`config.mk`:
```
export PLATFORM = sky130hd
export DESIGN_NAME = dir_buttons
export DESIGN_NICKNAME = d
export VERILOG_FILES = /design/src/rtl/dir_buttons_pkg.sv /design/src/rtl/dir_buttons_btn_debounce.sv /design/src/rtl/dir_buttons.sv
export SDC_FILE = /design/constraint.sdc
export NUM_CORES = 1
export LEC_CHECK = 0
export BUFFER_PORTS_ARGS = -buffer_cell sky130_fd_sc_hd__buf_4
export CORE_AREA = 2 2 195 149
export DETAILED_ROUTE_END_ITERATION = 12
export DIE_AREA = 0 0 197 151
export PLACE_DENSITY = 0.44
export SYNTH_ARGS = -nofsm -noshare
export SYNTH_HDL_FRONTEND = slang
export SYNTH_SLANG_ARGS = --single-unit
export TNS_END_PERCENT = 5
```
`constraint.sdc`:
```
create_clock -name clk -period 2.1 [get_ports clk]
set_clock_uncertainty 0.15 [all_clocks]
set_input_delay 0 -clock clk [delete_from_list [all_inputs] [get_ports clk]]
set_output_delay 0 -clock clk [all_outputs]
set_load 0.02 [all_outputs]
```
`src/rtl/dir_buttons_pkg.sv`:
```
// dir_buttons_pkg
// Shared definitions for the push-button conditioning block: button bit
// indices (same order as btn_raw), the per-button debounce state encoding,
// default cycle constants and the fixed-priority direction picker.
// Optional feature macro used by the design: DIR_BUTTONS_AUTOREPEAT_EN.
package dir_buttons_pkg;

  localparam int NUM_BTN   = 5;
  localparam int BTN_SEL   = 4;
  localparam int BTN_UP    = 3;
  localparam int BTN_DOWN  = 2;
  localparam int BTN_LEFT  = 1;
  localparam int BTN_RIGHT = 0;

  localparam int DEF_DEBOUNCE_CYCLES = 500000;
  localparam int DEF_REPEAT_DELAY    = 40000000;
  localparam int DEF_REPEAT_PERIOD   = 10000000;

  typedef enum logic [1:0] {
    ST_REL       = 2'd0,
    ST_PRESS_CHK = 2'd1,
    ST_PRS       = 2'd2,
    ST_REL_CHK   = 2'd3
  } db_state_e;

  // Keep only the highest-priority direction event: up > down > left > right.
  // Lower-priority coincident events are dropped, never queued.
  function automatic logic [3:0] prio_pick(input logic [3:0] evt);
    logic [3:0] grant;
    grant = 4'b0000;
    if (evt[BTN_UP]) begin
      grant[BTN_UP] = 1'b1;
    end else if (evt[BTN_DOWN]) begin
      grant[BTN_DOWN] = 1'b1;
    end else if (evt[BTN_LEFT]) begin
      grant[BTN_LEFT] = 1'b1;
    end else if (evt[BTN_RIGHT]) begin
      grant[BTN_RIGHT] = 1'b1;
    end else begin
      grant = 4'b0000;
    end
    return grant;
  endfunction

endpackage

```
`src/rtl/dir_buttons_btn_debounce.sv`:
```
// btn_debounce
// One button channel: 2-flop synchroniser, debounce FSM with a saturating
// stability counter and, when DIR_BUTTONS_AUTOREPEAT_EN is defined, a repeat
// counter that runs while the button sits in the pressed state.
// Ports:
//   clk       system clock
//   rst       asynchronous active-low reset
//   i_raw     raw, bouncy, asynchronous pad level
//   o_held    debounced level (registered)
//   o_press   press event, high for the one cycle before the level is accepted
//   o_repeat  auto-repeat event (constant 0 without the repeat build)
module btn_debounce
  import dir_buttons_pkg::*;
#(
  parameter int DEBOUNCE_CYCLES = DEF_DEBOUNCE_CYCLES
`ifdef DIR_BUTTONS_AUTOREPEAT_EN
  ,
  parameter int REPEAT_DELAY    = DEF_REPEAT_DELAY,
  parameter int REPEAT_PERIOD   = DEF_REPEAT_PERIOD,
  parameter bit REPEAT_EN       = 1'b1
`endif
) (
  input  logic clk,
  input  logic rst,
  input  logic i_raw,
  output logic o_held,
  output logic o_press,
  output logic o_repeat
);

  localparam int CW = $clog2(DEBOUNCE_CYCLES);
  localparam logic [CW-1:0] CNT_ZERO = {CW{1'b0}};
  localparam logic [CW-1:0] CNT_ONE  = CW'(1);
  localparam logic [CW-1:0] CNT_MAX  = {CW{1'b1}};
  // The sample that moves the FSM out of a steady state is the first stable
  // sample, so the counter only has to cover the remaining DEBOUNCE_CYCLES-1;
  // the level is accepted on the sample taken while it reads DEBOUNCE_CYCLES-2.
  localparam logic [CW-1:0] CNT_LAST = CW'(DEBOUNCE_CYCLES - 2);

  logic      r_sync1;
  logic      r_sync2;
  logic      w_s;
  db_state_e r_state;
  logic [CW-1:0] r_cnt;
  logic      r_held;

  function automatic logic [CW-1:0] sat_inc(input logic [CW-1:0] c);
    return (c == CNT_MAX) ? c : c + CNT_ONE;
  endfunction

  assign w_s = r_sync2;

  // Two-flop synchroniser for the asynchronous pad.
  always_ff @(posedge clk or negedge rst) begin
    if (!rst) begin
      r_sync1 <= 1'b0;
      r_sync2 <= 1'b0;
    end else begin
      r_sync1 <= i_raw;
      r_sync2 <= r_sync1;
    end
  end

  assign o_press = (r_state == ST_PRESS_CHK) && w_s && (r_cnt == CNT_LAST);

  // Debounce FSM, stability counter and registered debounced level.
  always_ff @(posedge clk or negedge rst) begin
    if (!rst) begin
      r_state <= ST_REL;
      r_cnt   <= CNT_ZERO;
      r_held  <= 1'b0;
    end else begin
      case (r_state)
        ST_REL: begin
          r_cnt <= CNT_ZERO;
          if (w_s) begin
            r_state <= ST_PRESS_CHK;
          end else begin
            r_state <= ST_REL;
          end
        end
        ST_PRESS_CHK: begin
          if (!w_s) begin
            r_state <= ST_REL;
            r_cnt   <= CNT_ZERO;
          end else if (r_cnt == CNT_LAST) begin
            r_state <= ST_PRS;
            r_cnt   <= CNT_ZERO;
            r_held  <= 1'b1;
          end else begin
            r_cnt <= sat_inc(r_cnt);
          end
        end
        ST_PRS: begin
          r_cnt <= CNT_ZERO;
          if (!w_s) begin
            r_state <= ST_REL_CHK;
          end else begin
            r_state <= ST_PRS;
          end
        end
        ST_REL_CHK: begin
          if (w_s) begin
            // Bounce back while releasing: still pressed, no new event.
            r_state <= ST_PRS;
            r_cnt   <= CNT_ZERO;
          end else if (r_cnt == CNT_LAST) begin
            r_state <= ST_REL;
            r_cnt   <= CNT_ZERO;
            r_held  <= 1'b0;
          end else begin
            r_cnt <= sat_inc(r_cnt);
          end
        end
        default: begin
          r_state <= ST_REL;
          r_cnt   <= CNT_ZERO;
          r_held  <= 1'b0;
        end
      endcase
    end
  end

  assign o_held = r_held;

`ifdef DIR_BUTTONS_AUTOREPEAT_EN
  localparam int RW = $clog2(REPEAT_DELAY);
  localparam logic [RW-1:0] RCNT_ZERO   = {RW{1'b0}};
  localparam logic [RW-1:0] RCNT_ONE    = RW'(1);
  localparam logic [RW-1:0] RCNT_FIRE   = RW'(REPEAT_DELAY - 1);
  // After a repeat fires the counter restarts part-way so the next one comes
  // REPEAT_PERIOD cycles later at the same terminal value.
  localparam logic [RW-1:0] RCNT_RELOAD = RW'(REPEAT_DELAY - REPEAT_PERIOD);

  logic [RW-1:0] r_rcnt;
  logic          w_stay_prs;

  assign w_stay_prs = REPEAT_EN && (r_state == ST_PRS) && w_s;
  assign o_repeat   = w_stay_prs && (r_rcnt == RCNT_FIRE);

  // Repeat counter: runs only while the button remains in the pressed state.
  always_ff @(posedge clk or negedge rst) begin
    if (!rst) begin
      r_rcnt <= RCNT_ZERO;
    end else if (w_stay_prs) begin
      if (r_rcnt == RCNT_FIRE) begin
        r_rcnt <= RCNT_RELOAD;
      end else begin
        r_rcnt <= r_rcnt + RCNT_ONE;
      end
    end else begin
      r_rcnt <= RCNT_ZERO;
    end
  end
`else
  assign o_repeat = 1'b0;
`endif

endmodule

```
`src/rtl/dir_buttons.sv`:
```
// dir_buttons
// Conditions the five raw push buttons for the board logic: each button is
// synchronised, debounced and edge-detected; direction events are reduced
// to at most one pulse per cycle by fixed priority up > down > left > right.
// Optional feature macro: DIR_BUTTONS_AUTOREPEAT_EN (adds held-direction
// auto-repeat and the REPEAT_DELAY / REPEAT_PERIOD parameters).
// Ports:
//   clk                    system clock
//   rst                    asynchronous active-low reset
//   btn_raw[4:0]           raw pads {sel, up, down, left, right}
//   up/down/left/right     one-cycle move pulses, mutually exclusive
//   sel                    one-cycle select pulse, not arbitrated
//   held[4:0]              debounced level per button, btn_raw bit order
module dir_buttons
  import dir_buttons_pkg::*;
#(
  parameter int DEBOUNCE_CYCLES = DEF_DEBOUNCE_CYCLES
`ifdef DIR_BUTTONS_AUTOREPEAT_EN
  ,
  parameter int REPEAT_DELAY    = DEF_REPEAT_DELAY,
  parameter int REPEAT_PERIOD   = DEF_REPEAT_PERIOD
`endif
) (
  input  logic       clk,
  input  logic       rst,
  input  logic [4:0] btn_raw,
  output logic       up,
  output logic       down,
  output logic       left,
  output logic       right,
  output logic       sel,
  output logic [4:0] held
);

  logic [NUM_BTN-1:0] w_press;
  logic [NUM_BTN-1:0] w_rep;
  logic [NUM_BTN-1:0] w_held;
  logic [3:0]         w_dir_grant;
  logic               r_up;
  logic               r_down;
  logic               r_left;
  logic               r_right;
  logic               r_sel;

  for (genvar g = 0; g < NUM_BTN; g++) begin : g_btn
    btn_debounce #(
      .DEBOUNCE_CYCLES(DEBOUNCE_CYCLES)
`ifdef DIR_BUTTONS_AUTOREPEAT_EN
      ,
      .REPEAT_DELAY   (REPEAT_DELAY),
      .REPEAT_PERIOD  (REPEAT_PERIOD),
      .REPEAT_EN      (g != BTN_SEL)
`endif
    ) u_db (
      .clk     (clk),
      .rst     (rst),
      .i_raw   (btn_raw[g]),
      .o_held  (w_held[g]),
      .o_press (w_press[g]),
      .o_repeat(w_rep[g])
    );
  end

  assign w_dir_grant = prio_pick(w_press[3:0] | w_rep[3:0]);

  // Output pulse registers; events land here so each pulse is one cycle wide.
  always_ff @(posedge clk or negedge rst) begin
    if (!rst) begin
      r_up    <= 1'b0;
      r_down  <= 1'b0;
      r_left  <= 1'b0;
      r_right <= 1'b0;
      r_sel   <= 1'b0;
    end else begin
      r_up    <= w_dir_grant[BTN_UP];
      r_down  <= w_dir_grant[BTN_DOWN];
      r_left  <= w_dir_grant[BTN_LEFT];
      r_right <= w_dir_grant[BTN_RIGHT];
      // The sel channel is built without repeat, so its repeat term is zero.
      r_sel   <= w_press[BTN_SEL] | w_rep[BTN_SEL];
    end
  end

  assign up    = r_up;
  assign down  = r_down;
  assign left  = r_left;
  assign right = r_right;
  assign sel   = r_sel;
  // Debounced levels are already registered inside each channel and switch
  // on the same edge that loads the press pulse.
  assign held  = w_held;

endmodule

```
# Yosys cells after proc, flatten, opt, wreduce, memory -nomap -nowiden
# Index checks and enable logic that the tools add are counted.
word_totals:
  regBits: 125
  in_bits: 7
  output_inout_bits: 10
classes:
  addsub: 5
  eq_ne: 55
  mux: 92
  reduce_logical: 35
op_table:
  columns: ["operator", "n"]
  rows:
  - ["19-bit two-way mux", 20]
  - ["19-bit one-hot mux with 3 select lines", 5]
  - ["19-bit equality test, second input constant", 10]
  - ["19-bit by 1-bit adder with 19-bit output, second input constant", 5]
  - ["2-bit two-way mux", 21]
  - ["2-bit one-hot mux with 4 select lines", 5]
  - ["1-bit two-way mux", 35]
  - ["5-bit AND reduction", 5]
  - ["2-bit equality test, second input constant", 10]
  - ["2-bit by 1-bit != test with 1-bit output, second input constant", 10]
  - ["2-bit != test, second input constant", 10]
  - ["3-bit by 1-bit != test with 1-bit output, second input constant", 5]
  - ["3-bit != test, second input constant", 5]
  - ["2-bit by 1-bit equality test with 1-bit output, second input constant", 5]
  - ["1-bit logical AND", 10]
  - ["2-bit zero test", 5]
  - ["1-bit one-hot mux with 2 select lines", 5]
  - ["2-bit AND reduction", 5]
  - ["2-bit nonzero test", 5]
  - ["2-bit OR reduction", 5]
  - ["3-bit two-way mux", 1]

# Depth between registers and ports, before layout
# Gate-level depths: netlist of the first run.
depth:
  word_depth: 7
  ltp_mapped: 8
  ltp_nobuf: 6

# Hierarchy
# Synthesis of the first run repeated with hierarchy kept, for this count alone.
hier_totals:
  hier_cells: 717
  hier_area_um2: 6994.2
by_module_without_submodules:
  columns: ["mod", "instances", "cells_per_inst", "area_each_um2", "seq_area_each_um2"]
  rows:
  - ["btn_debounce (g_btn[0].u_db ...)", 4, 139, 1351.3, 600.6]
  - ["btn_debounce (g_btn[4].u_db)", 1, 147, 1408.9, 600.6]
  - ["dir_buttons", 1, 14, 180.2, 125.1]

# Worst setup path after synthesis of the first run
# No wires, ideal clock.
synth_timing:
  path_kind: "register -> register"
  startpoint: "reg g_btn[0].u_db.r_cnt[7]"
  endpoint: "reg (tool-made name)"
  setup_ns: 0.125
  arrival_ns: 1.892
  t_required_ns: 1.825
  slack_ns: -0.067
  path_stages_with_launch: 5
  period_less_slack_ns: 2.167
  path_cell_list: "dfrtp_1 > or4_2 > nor4_1 > and2_1 > mux2_2"
synth_rtl:
  columns: ["item", "line", "source"]
  rows:
  - ["from (decl)", "dir_buttons_btn_debounce.sv:44", "logic [CW-1:0] r_cnt;"]
  - ["from (signal assigned)", "dir_buttons_btn_debounce.sv:91", "r_cnt <= sat_inc(r_cnt);"]
  - ["from (signal assigned)", "dir_buttons_btn_debounce.sv:112", "r_cnt <= sat_inc(r_cnt);"]

==> results of run 1 <==
cells in the final DEF, fill, tap and decap left out, types with 15 or more instances in the layout:
master     netlist  final
nand3_1         37     36
nor3_1          40     38
a211oi_1        29     29
mux2i_1         19     19
nor2_1          35     34
buf_4            6    120
o21ai_0         24     24
a31oi_1         19     19
inv_1           28     27
or3_1           18     17
a21oi_1         52     52
dfrtp_1        125    122
and4_1          19     19
clkbuf_16        0     17
nand4_1         26     26
o211ai_1        15     15
nand2_1         46     46
where the power goes:
part	switching (mW)	internal [mW]	total, mW	leakage, nW
sequential	0.0213	2.43	2.45	1.70
clock	1.19	1.87	3.05	0.282
combinational	0.134	0.0896	0.224	1.52
what timing repair did:
item                                   in CTS  in global routing
setup endpoints to repair                  14                 64
gates cloned                                0                  1
hold buffers                                7                  0
pin swaps                                   1                  4
gates resized for setup                     7                 32
endpoints found under the hold margin     130                  0
state kept, by name, summed over array words and instances, names as in the netlist, named ones only:
name	cells
g_btn.u_db.r_sync1	5
g_btn.u_db.r_state	5
left	1
up	1
g_btn.u_db.r_cnt	95
right	1
sel	1
g_btn.u_db.r_sync2	5
g_btn.u_db.o_held	5
down	1
worst max-delay path, delay by kind of cell, from the launching register on:
kind,cells,cell delay (ps)
simple gates,3,850
flops,1,410
mux,1,320
fa+ha+maj,1,170
buf+inv,1,90
worst max-delay path by stage:
stage,startpoint,endpoint,cells past startpoint
2_1_floorplan,g_btn[0].u_db.r_cnt[10],g_btn[0].u_db.r_cnt[12],6
3_3_place_gp,g_btn[0].u_db.r_cnt[0],flip-flop,6
3_5_place_dp,g_btn[0].u_db.r_cnt[0],flip-flop,6
4_1_cts,g_btn[2].u_db.r_cnt[0],flip-flop,6
5_1_grt,g_btn[1].u_db.r_cnt[7],g_btn[1].u_db.r_cnt[15],4
6_report,g_btn[0].u_db.r_cnt[0],flip-flop,6
final cells by class:
cell class                 instances  area (µm²)
timing repair buffer             135        1096
clock buffer                      18       429.2
fill                            2879       18750
inverter                          28       105.1
clock inverter                    14       170.2
multi-input combinational        535        3590
tap                              357       446.7
sequential                       125        3132
metal layers:
layer  vias up  GRT usage (%)  share of wire [%]
li1       3032              -                  -
met1      2968          20.87                 56
met2        69          18.48                 40
met3         9          2.739                2.8
met4         0          3.534               0.78
met5         -              0                  0
per-stage QoR:
step,setup slack (ps),std cells,area [µm²]
2_1_floorplan,-14.15,720,6849
6_report,-2.727,1212,8969
3_5_place_dp,-130.1,1172,8119
3_3_place_gp,-87.21,1172,8119
4_1_cts,-11.71,1211,8835
5_1_grt,-84.61,1212,8969
cells by family after synthesis:
kind of cell	Yosys count
simple gates	317
mux	24
buf+inv	60
fa+ha+maj	10
flops	125
xor+xnor	5
compound gates	179
==> metrics.yaml, run 1 <==
slew_violations: 0
synth_top_family_by_area: "simple AND/OR/NAND/NOR gates"
fin_crit_ps: 2103
postCtsSetupBuffers: 0
fin_setup_tns_ps: -2.727
cts_max_path_buffers: 2
cts_root_buf: "clkbuf_16"
syn_inst: 720
yosysMostFrequentCell: "dfrtp_1"
synthAdderAreaFrac_pct: 1.828
synth_ff_type: "dfrtp_1"
clkLatencyLatePin_ps: 430
grt-ovfl-total: 0
clock.fmax_mhz: 475.6
synth_area_leaders: "dfrtp_1 (46%), a21oi_1 (3.8%), a211oi_1 (3.2%), nor3_1 (2.9%), mux2i_1 (2.8%)"
ys_types: 62
violations: "hold timing, setup timing"
min_period_over_period_pct: 100.1
rsz0062_at_grt: "yes"
synth-seq-cells: 125
grt_pass1_wl_mm: 31.42
timing.rr.start: "g_btn[0].u_db.r_cnt[0]"
cts_made_buffers: 17
timing.hold.ws_ps: -7.859
setup_viol: 1
peakVddDrop_mv: 0.5685
postRouteAntennaNets: 0
drive_gt1_share_pct: 23.98
critPathLaunchType: "flip-flop"
drtPass1Iterations: 4
max-slew-margin-rel_pct: 63.70
routed_via_density: 5.015
via_count: 6078
crit_chain: "inv_1 > ha_1 > or4bb_1 > nor4_4 > and2_4 > mux2_2"
worst_path_max_delay_cell: "or4bb_1"
yosys.area.top_type: "dfrtp_1"
start_util_pct: 24.69
power_density_nw_per_um2: 639.1
hold_path_class: "input port to asynchronous set/reset pin"
antennaDiodeCount: 0
die_x_um: 197
htreeDepth: 4
cts_tree: "built"
cp-end-kind: "flip-flop"
io_buffers: 16
synth_nets: 737
r2r_cells: 6
die_area_um2: 29750
synth_edf_count: 0
rows: 53
final_nets: 859
p_total_mw: 5.731
gp_congestion: 0.7804
drc_errors: 0
cp.arrival_ps: 2260
max-cap-violations: 0
yosysTopAreaCellShare_pct: 45.71
dp_hpwl_mm: 13.10
synth.avg_cell_area_um2: 9.504
hold_violations: 3
route.detailed.wl_per_inst_um: 15.41
muxShareOfSynthArea_pct: 3.602
synthTopCellsByCount: "dfrtp_1 (125), a21oi_1 (52), nand2_1 (46)"
utilization_pct: 32.36
yosys.area_share.simple_pct: 27.30
fin_ws_ps: -2.727
io_pins: 17
tightest_slew_ps: 539.6
area_growth_syn_to_layout_pct: 31.07
r2r_setup_slack_ps: -3
seq_area_frac_synth_pct: 45.71
synth_compound_area_share_pct: 17.06
core_area_um2: 27720
synthXorXnorAreaFrac_pct: 0.6400
first_global_vias: 5780
antenna_found_initial: 0
required_ps: 2260
worstSetupPathType: "flip-flop to flip-flop"
power_leakage_nw: 3.509
synthArstFlopShare_pct: 100.0
gr-usage-all-layers_pct: 13.41
die_y_um: 151
cp_max_fo: 4
grt_max_degree: 52
slowest_delay_ps: 450
clkTransAtPathRegs_ps: 60
cts_sinks: 125
drt_iter0_drc: 422
yosys_warnings: 0
synth_area_um2: 6843
status: "complete, but fails checks"
wirelength_mm: 18.67
No activity file was read; power rests on OpenSTA's default activity.
==> run 2, diff against run 1 <==
- RECOVER_POWER: default -> 50
==> run 2 against run 1 <==
Compared with the run above: sequential power barely moved; sequential share of layout area rose by 0.21 points; die area did not move; largest cell class unchanged; wire length fell by 0.16%; design area fell by 0.59%; highest routed layer unchanged; combinational power fell by 6%; the run now ends clean; sequential cell count did not move; global-route usage did not move; maximum frequency rose by 0.26%; total power fell by 0.20%; via count fell by 0.51%; worst setup slack improved by 5.5 ps.
==> metrics.yaml, run 2 (same netlist as run 1, synthesis figures left out) <==
largest_register_ffs: 95  # unchanged
worstSetupPathType: "flip-flop to flip-flop"
status: "complete, no violations"
dp_hpwl_mm: 13.10  # unchanged
power_density_nw_per_um2: 641.5  # +0.39%
area_growth_syn_to_layout_pct: 30.30
drtPass1Iterations: 6  # +2
fin_ws_ps: 2.808  # +5.535 ps
antenna_found_initial: 0  # unchanged
fin_crit_ps: 2097  # -5.535 ps
cp.arrival_ps: 2250  # about the same
worst_path_max_delay_cell: "or4bb_1"
route.detailed.wl_per_inst_um: 15.38  # -0.16%
place_ws_ps: -130.1  # unchanged
setup_viol: 0  # -1
largest_register: "g_btn.u_db.r_cnt"
fillCellCount: 2883  # +0.14%
wirelength_mm: 18.64  # -0.16%
max-slew-margin-rel_pct: 21.36  # -42 points
drt_iter0_drc: 429  # +1.7%
io_buffers: 16  # unchanged
die_y_um: 151  # unchanged
clock.fmax_mhz: 476.8  # +0.26%
antennaDiodeCount: 0  # unchanged
gp_congestion: 0.7804  # unchanged
cp_max_fo: 4  # unchanged
grt_max_degree: 52  # unchanged
drive_gt1_share_pct: 23.63  # -0.35 points
rows: 53  # unchanged
io_pins: 17  # unchanged
crit_chain: "inv_1 > ha_1 > or4bb_1 > nor4_4 > and2_4 > mux2_2"
timing.hold.ws_ps: 93.46  # +101.3 ps
min_period_over_period_pct: 99.87  # -0.26 points
max-cap-violations: 0  # unchanged
cts_max_path_buffers: 2  # unchanged
p_total_mw: 5.720  # -0.20%
layout_commonest_cell: "dfrtp_1"
peakVddDrop_mv: 0.5738  # +0.93%
clkLatencyLatePin_ps: 430  # about the same
r2r_setup_slack_ps: 3  # about the same
postCtsSetupBuffers: 0  # unchanged
power_leakage_nw: 3.482  # -0.77%
routed_via_density: 4.989  # -0.51%
tightest_slew_ps: 1180  # +640.0 ps
via_count: 6047  # -0.51%
grt_pass1_wl_mm: 31.42  # unchanged
slowest_delay_ps: 450  # about the same
gr-usage-all-layers_pct: 13.41  # unchanged
rsz0062_at_grt: "yes"
postRouteAntennaNets: 0  # unchanged
cp-end-kind: "flip-flop"
final_cell_mix: "dfrtp_1 (122), buf_4 (113), a21oi_1 (52)"
grt-ovfl-total: 0  # unchanged
start_util_pct: 24.69  # unchanged
cts_tree: "built"
slew_violations: 0  # unchanged
cts_sinks: 125  # unchanged
htreeDepth: 4  # unchanged
core_area_um2: 27720  # unchanged
hold_violations: 0  # -3
first_global_vias: 5780  # unchanged
cts_made_buffers: 17  # unchanged
drc_errors: 0  # unchanged
die_area_um2: 29750  # unchanged
clkTransAtPathRegs_ps: 60  # about the same
cts_root_buf: "clkbuf_16"
die_x_um: 197  # unchanged
required_ps: 2260  # about the same
critPathLaunchType: "flip-flop"
final_nets: 859  # unchanged
hold_path_class: "input port to flip-flop"
fin_setup_tns_ps: 0  # +2.727 ps
==> run 2: changes by cell type in the layout (fill, tap and decap cells not counted), sizes merged <==
cell / delta
buf: -9
clkbuf: +9
==> run 2: cell type report <==
| class | instances | area [µm²] | share of cell area, % |
|---|---|---|---|
| clock buffers | 18 | 429.2 | 4.813 |
| clock inverters | 14 | 170.2 | 1.909 |
| inverters | 28 | 105.1 | 1.179 |
| multi-input cells | 535 | 3590 | 40.26 |
| flip-flops and latches | 125 | 3132 | 35.12 |
| well taps | 357 | 446.7 | 5.010 |
| repair buffers | 135 | 1044 | 11.70 |
==> run 2: power by group <==
part | total, mW | internal [mW] | leakage [nW] | switching, mW
combinational | 0.210 | 0.0778 | 1.50 | 0.132
clock | 3.06 | 1.87 | 0.282 | 1.19
sequential | 2.45 | 2.43 | 1.70 | 0.0214
total | 5.72 | 4.38 | 3.48 | 1.34
==> run 2: worst max-delay path: cells and delay by family, from the launching register on <==
| family | cells | cell delay [ps] |
|---|---|---|
| adders and majority gates | 1 | 170 |
| buffers and inverters | 1 | 90 |
| DFF | 1 | 400 |
| muxes | 1 | 320 |
| and+or+nand+nor | 3 | 850 |
==> run 2: layer usage <==
metal  global-route usage [%]  up-vias  part of all wire [%]
li1                         -     3026                     -
met1                    20.87     2955                    56
met2                    18.48       54                    40
met3                    2.739       12                   2.3
met4                    3.534        0                  0.93
met5                        0        -                     0
==> run 2: path summary, 6_finish.rpt <==
kind	from	end	depth (start not counted)
worst max-delay path	g_btn[0].u_db.r_cnt[0]	flip-flop	6
worst min-delay path	btn_raw[4]	g_btn[4].u_db.r_sync1	2
worst max register to register	g_btn[0].u_db.r_cnt[0]	flip-flop	6
worst min register to register	g_btn[3].u_db.r_sync1	g_btn[3].u_db.r_sync2	0
max in group asynchronous	rst	g_btn[3].u_db.r_cnt[1]	3
min in group asynchronous	rst	g_btn[4].u_db.r_state[0]	3
==> run 2: metrics by stage <==
stage / instance area [µm²] / util, % / cells
2_1_floorplan: 6849 / - / 720
3_3_place_gp: 8119 / 29.29 / 1172
3_5_place_dp: 8119 / 29.29 / 1172
4_1_cts: 8835 / 31.87 / 1211
5_1_grt: 8916 / 32.17 / 1212
6_report: 8916 / 32.17 / 1212
==> run 2: timing repair <==
item                       4_1_cts  5_1_grt
setup endpoints to repair       14       64
hold buffers                     7        0
gates cloned                     0        1
gates resized for setup          7       32
pin swaps                        1        4
hold endpoints to repair       130        0
